==> config.mk <==
export PLATFORM = sky130hd
export DESIGN_NAME = receptor_diferencial_n
export DESIGN_NICKNAME = d
export VERILOG_FILES = /design/src/rtl/receptor_diferencial_n.sv
export SDC_FILE = /design/constraint.sdc
export NUM_CORES = 1
export LEC_CHECK = 0
export ABC_AREA = 0
export CAP_MARGIN = 20
export CELL_PAD_IN_SITES_DETAIL_PLACEMENT = 0
export CELL_PAD_IN_SITES_GLOBAL_PLACEMENT = 2
export CORE_ASPECT_RATIO = 0.9
export CORE_UTILIZATION = 38
export CTS_CLUSTER_SIZE = 14
export DETAILED_ROUTE_END_ITERATION = 10
export GPL_ROUTABILITY_DRIVEN = 0
export PLACE_DENSITY_LB_ADDON = 0.1
export SKIP_CTS_REPAIR_TIMING = 1
export SYNTH_ARGS = -nofsm -noshare
export SYNTH_HDL_FRONTEND = slang
export SYNTH_SLANG_ARGS = --single-unit
export TNS_END_PERCENT = 100
==> constraint.sdc <==
create_clock -name clk -period 5.1 [get_ports clk]
set_input_delay 1.02 -clock clk [delete_from_list [all_inputs] [get_ports clk]]
set_output_delay 1.02 -clock clk [all_outputs]
set_load 0.1 [all_outputs]
==> src/rtl/receptor_diferencial_n.sv <==
// receptor_diferencial_n: multi-lane differential receiver with electrical-idle detection and glitch counting.
// Optional RX_SYNC_EN adds a 2-flop synchronizer on dp/dn before classification.
module receptor_diferencial_n #(
    parameter int LANES       = 4,
    parameter int IDLE_CYCLES = 4,
    parameter int EXIT_CYCLES = 2,
    parameter int ERR_W       = 8
) (
    input  logic                   clk,
    input  logic                   rst,
    input  logic                   enb,
    input  logic                   clr_err,
    input  logic [LANES-1:0]       dp,
    input  logic [LANES-1:0]       dn,
    output logic [LANES-1:0]       salida,
    output logic [LANES-1:0]       valido,
    output logic [LANES-1:0]       RxElecIdle,
    output logic [LANES*ERR_W-1:0] err_cnt
);
    localparam logic IDLE   = 1'b0;
    localparam logic ACTIVE = 1'b1;

    logic [LANES-1:0] dp_s, dn_s;
`ifdef RX_SYNC_EN
    logic [LANES-1:0] dp1_q, dp2_q, dn1_q, dn2_q;
    always_ff @(posedge clk or negedge rst) begin
        if (!rst) begin
            dp1_q <= '0;
            dp2_q <= '0;
            dn1_q <= '0;
            dn2_q <= '0;
        end else begin
            dp1_q <= dp;
            dp2_q <= dp1_q;
            dn1_q <= dn;
            dn2_q <= dn1_q;
        end
    end
    assign dp_s = dp2_q;
    assign dn_s = dn2_q;
`else
    assign dp_s = dp;
    assign dn_s = dn;
`endif

    for (genvar i = 0; i < LANES; i++) begin : g_lane
        logic             state_q, state_d;
        logic [7:0]       run_q, run_d;
        logic             sal_q, sal_d, val_q, val_d;
        logic [ERR_W-1:0] err_q, err_d;
        logic             diff;
        assign diff = dp_s[i] ^ dn_s[i];

        always_ff @(posedge clk or negedge rst) begin
            if (!rst) begin
                state_q <= IDLE;
                run_q   <= '0;
                sal_q   <= 1'b0;
                val_q   <= 1'b0;
                err_q   <= '0;
            end else begin
                state_q <= state_d;
                run_q   <= run_d;
                sal_q   <= sal_d;
                val_q   <= val_d;
                err_q   <= err_d;
            end
        end

        // run_q counts valid samples in IDLE and non-differential samples in ACTIVE
        always_comb begin
            state_d = state_q;
            run_d   = run_q;
            sal_d   = sal_q;
            val_d   = 1'b0;
            err_d   = err_q;
            if (!enb) begin
                state_d = IDLE;
                run_d   = '0;
                sal_d   = 1'b0;
            end else if (state_q == IDLE) begin
                sal_d = 1'b0;
                run_d = diff ? run_q + 8'd1 : '0;
                if (diff && run_q == 8'(EXIT_CYCLES - 1)) begin
                    state_d = ACTIVE;
                    run_d   = '0;
                    sal_d   = dp_s[i];
                    val_d   = 1'b1;
                end
            end else if (diff) begin
                sal_d = dp_s[i];
                val_d = 1'b1;
                run_d = '0;
                if (run_q != '0 && err_q != '1) err_d = err_q + 1'b1;
            end else if (run_q == 8'(IDLE_CYCLES - 1)) begin
                state_d = IDLE;
                run_d   = '0;
                sal_d   = 1'b0;
            end else begin
                run_d = run_q + 8'd1;
            end
            if (clr_err) err_d = '0;
        end

        assign salida[i]                    = sal_q;
        assign valido[i]                    = val_q;
        assign RxElecIdle[i]                = (state_q == IDLE);
        assign err_cnt[i*ERR_W +: ERR_W]    = err_q;
    end
endmodule

### Yosys cells after proc, flatten, opt, wreduce, memory -nomap -nowiden

Cells that the tools add are included.

* register bits: 76
* input bits: 12
* output and inout port bits: 44
* word-level logic and storage cells: 177

* add/subtract/negate cells: 8
* eq/ne operators: 16
* multiplexer cells: 96
* bitwise gates (word level): 8
* reduce and logical (&&, ||, !) cells: 29

Operators by type and width (count)
* $mux 8: 44
* $add 8x1->8 const B: 8
* $mux 1: 52
* $eq 8x1->1 const B: 4
* $eq 8x2->1 const B: 4
* $ne 8x8->1 const B: 4
* $reduce_bool 8->1: 4
* $reduce_bool 2->1: 13
* $ne 4x2->1 const B: 4
* $reduce_and 4->1: 4
* $logic_and 1x1->1: 8
* $not 1->1: 4
* $xor 1x1->1: 4

### Depth between registers and ports, before layout

* word-level depth: 7
* mapped depth: 7
* mapped depth without buffers: 6

### Least setup slack after synthesis

Ideal clock, no wire load.

* path kind: in2reg
* from: in dn[2]
* to: reg g_lane[2].err_q[7]
* setup time: 125 ps
* arrival time: 2218 ps
* slack: 2757 ps
* cell stages on the path: 5
* buffers on the path: 1
* cell sequence: xor2_1 -> o211ai_1 -> buf_2 -> nor4_1 -> mux2_2

* word-level cells in the longest chain between the ends: 3

Ends and longest elaborated chain
* start, declared: line 14 `input logic [LANES-1:0] dn,`
* $xor 1x1->1: line 52 `assign diff = dp_s[i] ^ dn_s[i];`
* $reduce_bool 2->1 (no source line)
* $reduce_and 4->1 (no source line)
* end signal, assigned: line 66 `err_q <= err_d;`
* end, declared: line 50 `logic [ERR_W-1:0] err_q, err_d;`

No other way between the ends.
A chain may end at the register's enable or synchronous reset.

### Final worst setup path

* from: reg g_lane[0].state_q
* to: out RxElecIdle[0]

* word-level cells in the longest chain between the ends: 1

Ends and longest elaborated chain
* start, declared: line 47 `logic state_q, state_d;`
* start signal, assigned: line 62 `state_q <= state_d;`
* $not 1->1: line 107 `assign RxElecIdle[i] = (state_q == IDLE);`
* end, declared: line 17 `output logic [LANES-1:0] RxElecIdle,`

No other way between the ends.

==> flow_metrics.py <==
metrics = {
    "layout": {
        "layout-drive-gt1-share_pct": 6.50,
        "syn_to_final_growth_pct": 22.3,
        "fillerInstances": 1058,
        "antenna_cells": 0,
        "nets": 519,
    },
    "die": {
        "die_x_um": 113,
        "core_area_um2": 10800,
        "die_y_um": 102,
        "die_area_um2": 11600,
        "ios": 56,
        "rows": 36,
        "initial_utilization_pct": 39.1,
    },
    "sta": {
        "period_minus_slack_ns": 3.06,
        "finalMaxSlewViolations": 0,
        "fmax_mhz": 326,
        "tightest_slew_ns": 0.987,
        "setup-tns-final_ns": 0,
        "finalHoldViolations": 0,
        "relSlewSlack_pct": 34.0,
        "rsz0062_at_grt": "no",
        "finalSetupViolCount": 0,
        "worst_hold_slack_ns": 0.508,
        "post-route-period-util_pct": 60.1,
        "finClkSkew_ns": 0.00826,
    },
    "worst_setup_path": {
        "end_kind": "output port",
        "arrival_ns": 2.04,
        "worstPathMaxFanout": 6,
        "start_kind": "flip-flop",
        "critical-path-slowest-cell": "clkdlybuf4s50_1",
        "cp_slowest_stage_delay_ns": 1.15,
        "cp_data_required_time_ns": 4.08,
        "cp_cell_sequence": "inv_1 -> clkdlybuf4s50_1",
        "worstSetupPathType": "reg2out",
    },
    "logic_synthesis": {
        "syn-instance-count": 438,
        "synth.largest_area_cell": "dfrtp_1",
        "synth_cell_type_count": 51,
        "synth.most_common_cell": "dfrtp_1",
        "avgSynthCellArea_um2": 9.65,
        "synth_top_area_share_pct": 45.0,
        "synth.top_cells.by_count": "76 x dfrtp_1, 61 x nor2_1, 30 x nand3_1",
        "ys_ff_latch": 76,
        "synth_nets": 470,
        "yosys_warnings": 0,
        "synth.cell_area_um2": 4230,
        "yosysSeqAreaShare_pct": 45.0,
        "async_reset_ff_share_pct": 100,
        "synth_edf_count": 0,
        "synthTopCellsByArea": "dfrtp_1 45%, ha_1 5.9%, nor2_1 5.4%",
        "synth-main-ff-cell": "dfrtp_1",
    },
    "clock_network": {
        "h-tree-depth": 3,
        "clk_pin_slew_ns": 0.06,
        "clock_latency_ns": 0.33,
        "cts-root-buf": "clkbuf_16",
        "clock_sinks": 76,
        "clockBufferDepth": 2,
        "cts_tree": "yes",
        "cts_made_buffers": 9,
    },
    "global_routing": {
        "first_global_vias": 3288,
        "antenna_found_initial": 0,
        "grt_pass1_wl_mm": 15.7,
        "grt_util_all_layers_pct": 16.9,
        "grt_max_degree": 77,
        "grt-ovfl-total": 0,
    },
    "flow_run": {
        "cap_violations": 0,
    },
    "pwr": {
        "vdd_drop_max_mv": 0.169,
        "p_leak_nw": 2.09,
        "powerDensity_nw_per_um2": 287,
    },
    "routing": {
        "finalWirelength_mm": 9.09,
        "drcViolationCount": 0,
        "drtAntennaViolNets": 0,
        "drt-pass1-iter-count": 4,
        "vias": 3291,
        "wl_per_cell_um": 14.5,
        "drtIter0Drc": 192,
        "vias_per_cell": 5.27,
    },
    "placed_design": {
        "io_buffers": 55,
        "dp_hpwl_mm": 6.14,
    },
    "run_status": {
        "outcome": "completed",
    },
    "worst_hold_path": {
        "hp-class": "reg2reg",
    },
}
==> stage by stage <==
stage / std cells / total power [mW] / utilization [%] / area, µm² / setup slack [ns]
2_1_floorplan: 438 / 0.786 / - / 4230 / 2.76
3_3_place_gp: 608 / 0.843 / 44.7 / 4840 / 1.79
3_5_place_dp: 608 / 0.844 / 44.7 / 4840 / 1.71
4_1_cts: 624 / 1.51 / 47.6 / 5140 / 2.01
5_1_grt: 625 / 1.55 / 47.8 / 5170 / 1.86
6_report: 625 / 1.48 / 47.8 / 5170 / 2.04
==> cell type report <==
| type | count | area (µm²) | area share (%) |
|---|---|---|---|
| timing repair buffer | 57 | 583 | 11.3 |
| clock buffer | 12 | 256 | 4.96 |
| inverter | 19 | 71.3 | 1.38 |
| clock inverter | 4 | 47.5 | 0.920 |
| multi-input combinational | 324 | 2140 | 41.4 |
| tap | 133 | 166 | 3.22 |
| sequential | 76 | 1900 | 36.8 |
==> power breakdown <==
| part | internal (mW) | switching (mW) | total (mW) |
|---|---|---|---|
| clock network | 0.404 | 0.247 | 0.651 |
| logic | 0.0570 | 0.140 | 0.197 |
| registers | 0.618 | 0.0186 | 0.636 |
==> worst max-delay path: cells and delay by family (launching register included) <==
| kind | cells | cell delay, ns |
|---|---|---|
| buf+inv | 2 | 1.27 |
| flops | 1 | 0.44 |
==> placed cells by master, fill, tap and decap left out, types with 3 or more instances in the layout <==
cell and instances:
a21oi_1 19, a32oi_1 3, and2_1 9, and3_1 8, clkbuf_16 9, clkdlybuf4s50_1 54
dfrtp_1 76, ha_1 20, inv_1 19, mux2_1 4, mux2_2 7, nand2_1 16
nand2b_1 7, nand3_1 30, nand4_1 8, nor2_1 61, nor2b_1 14, nor3_1 3
nor3b_1 5, nor4_1 10, o2111ai_1 3, o21ai_0 8, o31ai_1 11, or3_1 8
or4_1 10, xnor2_1 14, xor2_1 16
==> layer usage <==
metal  track usage [%]  vias up  wire, µm
met2              28.5       50      4410
met1              21.7     1592      4270
li1                  -     1641         -
met3              4.27        8       306
met4              4.96        0        99
met5                 0        -         0
==> worst paths after layout <==
kind | start | endpoint | slack, ns | depth (start not counted)
worst max-delay path | g_lane[0].state_q | RxElecIdle[0] | 2.04 | 2
worst min-delay path | g_lane[3].sal_q | g_lane[3].sal_q | 0.51 | 2
worst min register to register | g_lane[3].sal_q | g_lane[3].sal_q | 0.51 | 2
min in group asynchronous | rst | g_lane[3].err_q[4] | 0.59 | 1
worst max register to register | g_lane[2].err_q[0] | g_lane[2].err_q[7] | 2.99 | 5
max in group asynchronous | rst | g_lane[0].err_q[2] | 3.93 | 2
==> logic make-up (layout without fill, tap and decap cells) <==
family / count (synthesis) / count (layout) / share of synthesized area, %
compound gates: 62 / 62 / 9.86
xor+xnor: 30 / 30 / 6.21
fa+ha+maj: 20 / 20 / 5.92
buf+inv: 38 / 92 / 4.35
simple gates: 199 / 199 / 25.3
flops: 76 / 76 / 45.0
mux: 13 / 13 / 3.40
==> flip-flops by register name (all words and copies together) (netlist names) <==
signal	count
g_lane.state_q	4
g_lane.err_q	32
g_lane.run_q	32
g_lane.val_q	4
g_lane.sal_q	4
Power figures use the tool's default switching activity.
